### config.mk
export PLATFORM = sky130hd
export DESIGN_NAME = call_dispatcher
export DESIGN_NICKNAME = d
export VERILOG_FILES = /design/src/rtl/call_dispatcher.sv
export SDC_FILE = /design/constraint.sdc
export NUM_CORES = 1
export LEC_CHECK = 0
export CAP_MARGIN = 40
export CORE_MARGIN = 8
export CORE_UTILIZATION = 55
export CTS_BUF_LIST = sky130_fd_sc_hd__clkbuf_2 sky130_fd_sc_hd__clkbuf_4 sky130_fd_sc_hd__clkbuf_8
export DETAILED_ROUTE_END_ITERATION = 7
export GPL_TIMING_DRIVEN = 0
export PLACE_DENSITY = 0.81
export RECOVER_POWER = 50
export SYNTH_ARGS = -nofsm -noshare
export SYNTH_HDL_FRONTEND = slang
export SYNTH_SLANG_ARGS = --single-unit
### constraint.sdc
create_clock -name clk -period 2.2 [get_ports clk]
set_input_delay 0.44 -clock clk [delete_from_list [all_inputs] [get_ports clk]]
set_output_delay 0.44 -clock clk [all_outputs]
set_load 0.01 [all_outputs]
### src/rtl/call_dispatcher.sv
// Floor-call dispatcher: debounces the three call buttons, latches pending calls and
// offers the next target floor to the movement block using SCAN ordering.
module call_dispatcher #(
   parameter int unsigned DEBOUNCE_CYCLES = 3
) (
   input  logic       clk,
   input  logic       rst_n,
   input  logic       button1,
   input  logic       button2,
   input  logic       button3,
   input  logic       floor1,
   input  logic       floor2,
   input  logic       floor3,
   input  logic       door,
   input  logic       moving,
   input  logic       sos_mode,
   output logic       led1,
   output logic       led2,
   output logic       led3,
   output logic [1:0] target,
   output logic       target_valid,
   input  logic       target_ack
);

   localparam int unsigned CNT_W = $clog2(DEBOUNCE_CYCLES + 1);
   localparam logic [CNT_W-1:0] CNT_MAX = CNT_W'(DEBOUNCE_CYCLES);

   typedef enum logic [1:0] {IDLE, OFFER, WAIT_ARRIVE} state_t;

   state_t           state, state_d;
   logic [1:0]       target_d;
   logic             valid_d;
   logic             dir_up, dir_d;
   logic [2:0]       btn, floor_vec;
   logic [2:0]       sync1, sync2, deb, deb_q, rise, serve, pending, pend_other;
   logic [CNT_W-1:0] cnt [3];
   logic             pos_valid, tgt_pend;
   logic [1:0]       cur, up_pick, dn_pick, pick;

   assign btn       = {button3, button2, button1};
   assign floor_vec = {floor3, floor2, floor1};
   assign pos_valid = $onehot(floor_vec);
   assign led1      = pending[0];
   assign led2      = pending[1];
   assign led3      = pending[2];

   // Synchronizers, saturating debounce counters and debounced-level history
   always_ff @(posedge clk or negedge rst_n) begin
      if (!rst_n) begin
         sync1 <= '0;
         sync2 <= '0;
         deb_q <= '0;
         for (int i = 0; i < 3; i++) cnt[i] <= '0;
      end else begin
         sync1 <= btn;
         sync2 <= sync1;
         deb_q <= deb;
         for (int i = 0; i < 3; i++) begin
            if (!sync2[i])            cnt[i] <= '0;
            else if (cnt[i] != CNT_MAX) cnt[i] <= cnt[i] + CNT_W'(1);
         end
      end
   end

   always_comb begin
      for (int i = 0; i < 3; i++) deb[i] = (cnt[i] == CNT_MAX);
   end

   assign rise  = deb & ~deb_q;
   assign serve = (pos_valid && door && !moving) ? floor_vec : 3'b000;

   // Pending calls: serving beats a simultaneous new press; SOS wipes everything
   always_ff @(posedge clk or negedge rst_n) begin
      if (!rst_n)        pending <= '0;
      else if (sos_mode) pending <= '0;
      else               pending <= (pending | rise) & ~serve;
   end

   // SCAN selection relative to the current floor
   always_comb begin
      cur        = 2'd0;
      up_pick    = 2'd0;
      dn_pick    = 2'd0;
      pend_other = pending & ~floor_vec;
      if (pos_valid) cur = floor1 ? 2'd1 : (floor2 ? 2'd2 : 2'd3);
      case (cur)
         2'd1: up_pick = pend_other[1] ? 2'd2 : (pend_other[2] ? 2'd3 : 2'd0);
         2'd2: begin
            up_pick = pend_other[2] ? 2'd3 : 2'd0;
            dn_pick = pend_other[0] ? 2'd1 : 2'd0;
         end
         2'd3: dn_pick = pend_other[1] ? 2'd2 : (pend_other[0] ? 2'd1 : 2'd0);
         default: ;
      endcase
      if (dir_up) pick = (up_pick != 2'd0) ? up_pick : dn_pick;
      else        pick = (dn_pick != 2'd0) ? dn_pick : up_pick;
   end

   always_comb begin
      case (target)
         2'd1:    tgt_pend = pending[0];
         2'd2:    tgt_pend = pending[1];
         2'd3:    tgt_pend = pending[2];
         default: tgt_pend = 1'b0;
      endcase
   end

   always_ff @(posedge clk or negedge rst_n) begin
      if (!rst_n) begin
         state        <= IDLE;
         target       <= 2'd0;
         target_valid <= 1'b0;
         dir_up       <= 1'b1;
      end else begin
         state        <= state_d;
         target       <= target_d;
         target_valid <= valid_d;
         dir_up       <= dir_d;
      end
   end

   always_comb begin
      state_d  = state;
      target_d = target;
      dir_d    = dir_up;
      valid_d  = 1'b0;
      if (sos_mode) begin
         state_d  = IDLE;
         target_d = 2'd0;
      end else begin
         case (state)
            IDLE: begin
               if (pos_valid && !moving && pick != 2'd0) begin
                  state_d  = OFFER;
                  target_d = pick;
                  dir_d    = (pick > cur);
               end
            end
            OFFER: begin
               // A call served before acknowledgement withdraws the offer
               if (!tgt_pend)       state_d = IDLE;
               else if (target_ack) state_d = WAIT_ARRIVE;
            end
            WAIT_ARRIVE: begin
               if (!tgt_pend) state_d = IDLE;
            end
            default: state_d = IDLE;
         endcase
      end
      valid_d = (state_d == OFFER);
   end

endmodule

==> run_results.csv <==
group,metric,value,unit
timing,final.setup.worst_slack,-0.484,ns
route,antenna_left,0,
placement,placed_cells,155,
timing,final-hold-violation-count,0,
timing,period_share,1.22,
route,m1WireLength,1.20,mm
route,wl,2.96,mm
pwr,vdd_drop_max,0.687,mV
floorplan,start_util,0.567,
worst_hold_path,hold_path_class,"in2reg",
run_status,outcome,"finished with violations",
timing,rsz0062_at_grt,"yes",
layout,fillCellCount,129,
synth,synth-async-reset-ratio,1.00,
layout,fin_util,0.809,
timing,fin_skew,0.00415,ns
route,dr_total_vias,1000,
synth,avgSynthCellArea,11.3,sq um
floorplan,core_area,2170,sq um
synth,synth_warnings,0,
synth,synth_nets,130,
synth,synth_compound_area_frac,0.133,
synth,synth_top_family_by_area,"simple AND/OR/NAND/NOR gates",
layout,multiInputGateArea,704,sq um
route,dr_wl_met3,64,microns
placement,portBuffers,17,
clocking,clockRootBuffer,"clkbuf_4",
timing,maxSlewHeadroom,0.379,
synth,synth_fa_ha_area_frac,0.0976,
route,dr_wl_met2,1.59,mm
synth,yosysSeqAreaShare,0.489,
worst_hold_path,worstHoldPathCells,2,
floorplan,pin_count,18,
route,top_layer_used,"met4",
synth,synth.top_cell.area_share,0.467,
placement,place_congestion,0.887,
grt,grt_pass1_wl,4.60,mm
timing,final-setup-viol-count,5,
clocking,numCtsBuffers,3,
setup_path,crit_required,2.44,ns
route,drtIter0Drc,53,
synth,netlist_area,1230,sq um
setup_path,endpoint_kind,"flip-flop",
grt,antenna_found_initial,0,
layout,areaGrowthSynthToFinish,42.6,%
setup_path,path_class,"in2reg",
floorplan,die_w,63.3,microns
grt,grt_max_degree,19,
layout,stdcell_count,177,
pwr,power_density,564,nW/um^2
synth,synth_xor_area_frac,0.0213,
route,first_pass_iters,4,
timing,period_needed,2.68,ns
floorplan,die_h,63.3,microns
setup_path,reg2reg_depth,8,
run,maxCapViolations,0,
timing,slew_viol_final,0,
synth,synth_mux_area_frac,0.0518,
clocking,cts.sinks,24,
synth,ys_types,35,
layout,final_nets,171,
timing,setup-tns-final,-1.34,ns
layout,drive_gt1_frac,0.349,
setup_path,cp_max_fo,3,
synth,synth_simple_gate_area_frac,0.183,
floorplan,die-area,4010,sq um
synth,synthCells,109,
timing,fmax,0.373,GHz
clocking,tritoncts,"done",
synth,synth_top_cell_by_area,"dfrtp_1",
grt,grtUsageTotal,0.140,
placement,dp_hpwl,2.00,mm
synth,synth_edf_count,0,
route,routedWlPerCell,16.7,microns
clocking,clk_pin_slew,0.13,ns
clocking,clk_latency,0.30,ns
setup_path,cp_data_arrival_time,2.93,ns
synth,synth_ff_type,"dfrtp_1",
layout,register_area,602,sq um
synth,ys_ff_latch,24,
floorplan,rows,17,
clocking,cts_buffer_depth,2,
grt,grt_overflow,0,
clocking,cts.hold.buffers_added,0,
placement,place_ws,-1.52,ns
route,drc_errors,0,
route,routed_via_density,5.65,
pwr,total_power,0.990,mW
grt,first_global_vias,1069,
clocking,htree_levels,1,
run_status,violations,"negative setup slack",
layout,antennaDiodeCount,0,
timing,worst_slew_pin_slew,0.931,ns
setup_path,cp-start-kind,"primary input",
synth,synth.area.top_cells,"dfrtp_1 (47%), ha_1 (8.1%), nor2b_1 (3.6%)",
pwr,p_leak,0.740,nW
## path summary, 6_finish.rpt
check,endpoint,slack [ns],startpoint
min in group asynchronous,cnt[5],0.44,rst_n
max in group asynchronous,state[0],0.62,rst_n
hold / removal,pending[0],0.30,floor1
hold reg to reg,sync2[0],0.37,sync1[0]
setup / recovery,dir_up,-0.48,floor1
setup reg to reg,dir_up,0.22,pending[1]
## where the power goes
part           internal (mW)  switching (mW)
sequential             0.483          0.0284
combinational          0.137           0.118
clock                  0.101           0.123
## what timing repair did
action / 4_1_cts / 5_1_grt
gates resized for setup: 26 / 11
pin swaps: 9 / 13
setup buffers: 9 / 11
endpoints found under the setup margin: 5 / 5
## per-stage QoR
stage	hold slack, ns	area (sq um)
floorplan	0.144	1280
global placement	0.341	1490
detailed placement	0.338	1520
CTS	0.309	1650
global route	0.299	1760
finish	0.298	1760
## kinds of logic after synthesis
kind of cell    count (synthesis)
mux                             6
compound gates                 23
simple gates                   36
xor+xnor                        3
buf+inv                         8
flops                          24
fa+ha+maj                       9
## layout make-up
| class | count | area share |
|---|---|---|
| tap | 28 | 0.0200 |
| multi-input combinational | 77 | 0.401 |
| clock buffer | 4 | 0.0207 |
| sequential | 24 | 0.343 |
| timing repair buffer | 36 | 0.190 |
| inverter | 8 | 0.0257 |
## cell usage in the layout, fill, tap and decap left out, drive strengths merged, types with 2 or more instances in the layout
cell	n
a21oi	9
a221oi	2
a31o	2
and2	3
and3	2
buf	21
clkbuf	5
clkdlybuf4s50	10
dfrtp	23
dlygate4sd3	4
ha	8
inv	8
mux2	3
mux2i	3
nand2	7
nand2b	3
nand3b	2
nor2	4
nor2b	7
nor3	2
o21ai	3
o31ai	2
xnor2	3
## metal layers
metal / vias up / GRT usage
met5: - / 0
met4: 0 / 0.0752
met3: 12 / 0.0247
met2: 20 / 0.259
met1: 496 / 0.146
li1: 472 / -
## synthesized netlist by cell type (2+ instances only)
cell type	number
nand2b_1	3
nand2_1	7
a221oi_1	2
a21oi_1	8
mux2i_1	3
ha_1	8
o31ai_1	2
nand3b_1	2
nor3_1	2
o21ai_0	3
xnor2_1	3
nor2_1	4
mux2_1	2
a31o_1	2
and3_2	2
inv_1	7
nor2b_1	7
and2_1	3
dfrtp_1	23
## sequential cells by signal, indices dropped and copies added (netlist names)
register and count:
state 2, target_valid 1, pending 3, cnt 6
sync2 3, target 2, sync1 3, deb_q 3
dir_up 1
## worst max-delay path, cell delays in order
cell,delay [ns]
buf_8,0.10
inv_4,0.05
fa_2,0.47
nand3b_1,0.23
buf_4,0.17
ha_4,0.22
or2_0,0.22
o32ai_2,0.31
nand2_1,0.10
ha_1,0.28
a21oi_1,0.06
mux2_4,0.27
Power figures use the tool's default switching activity.
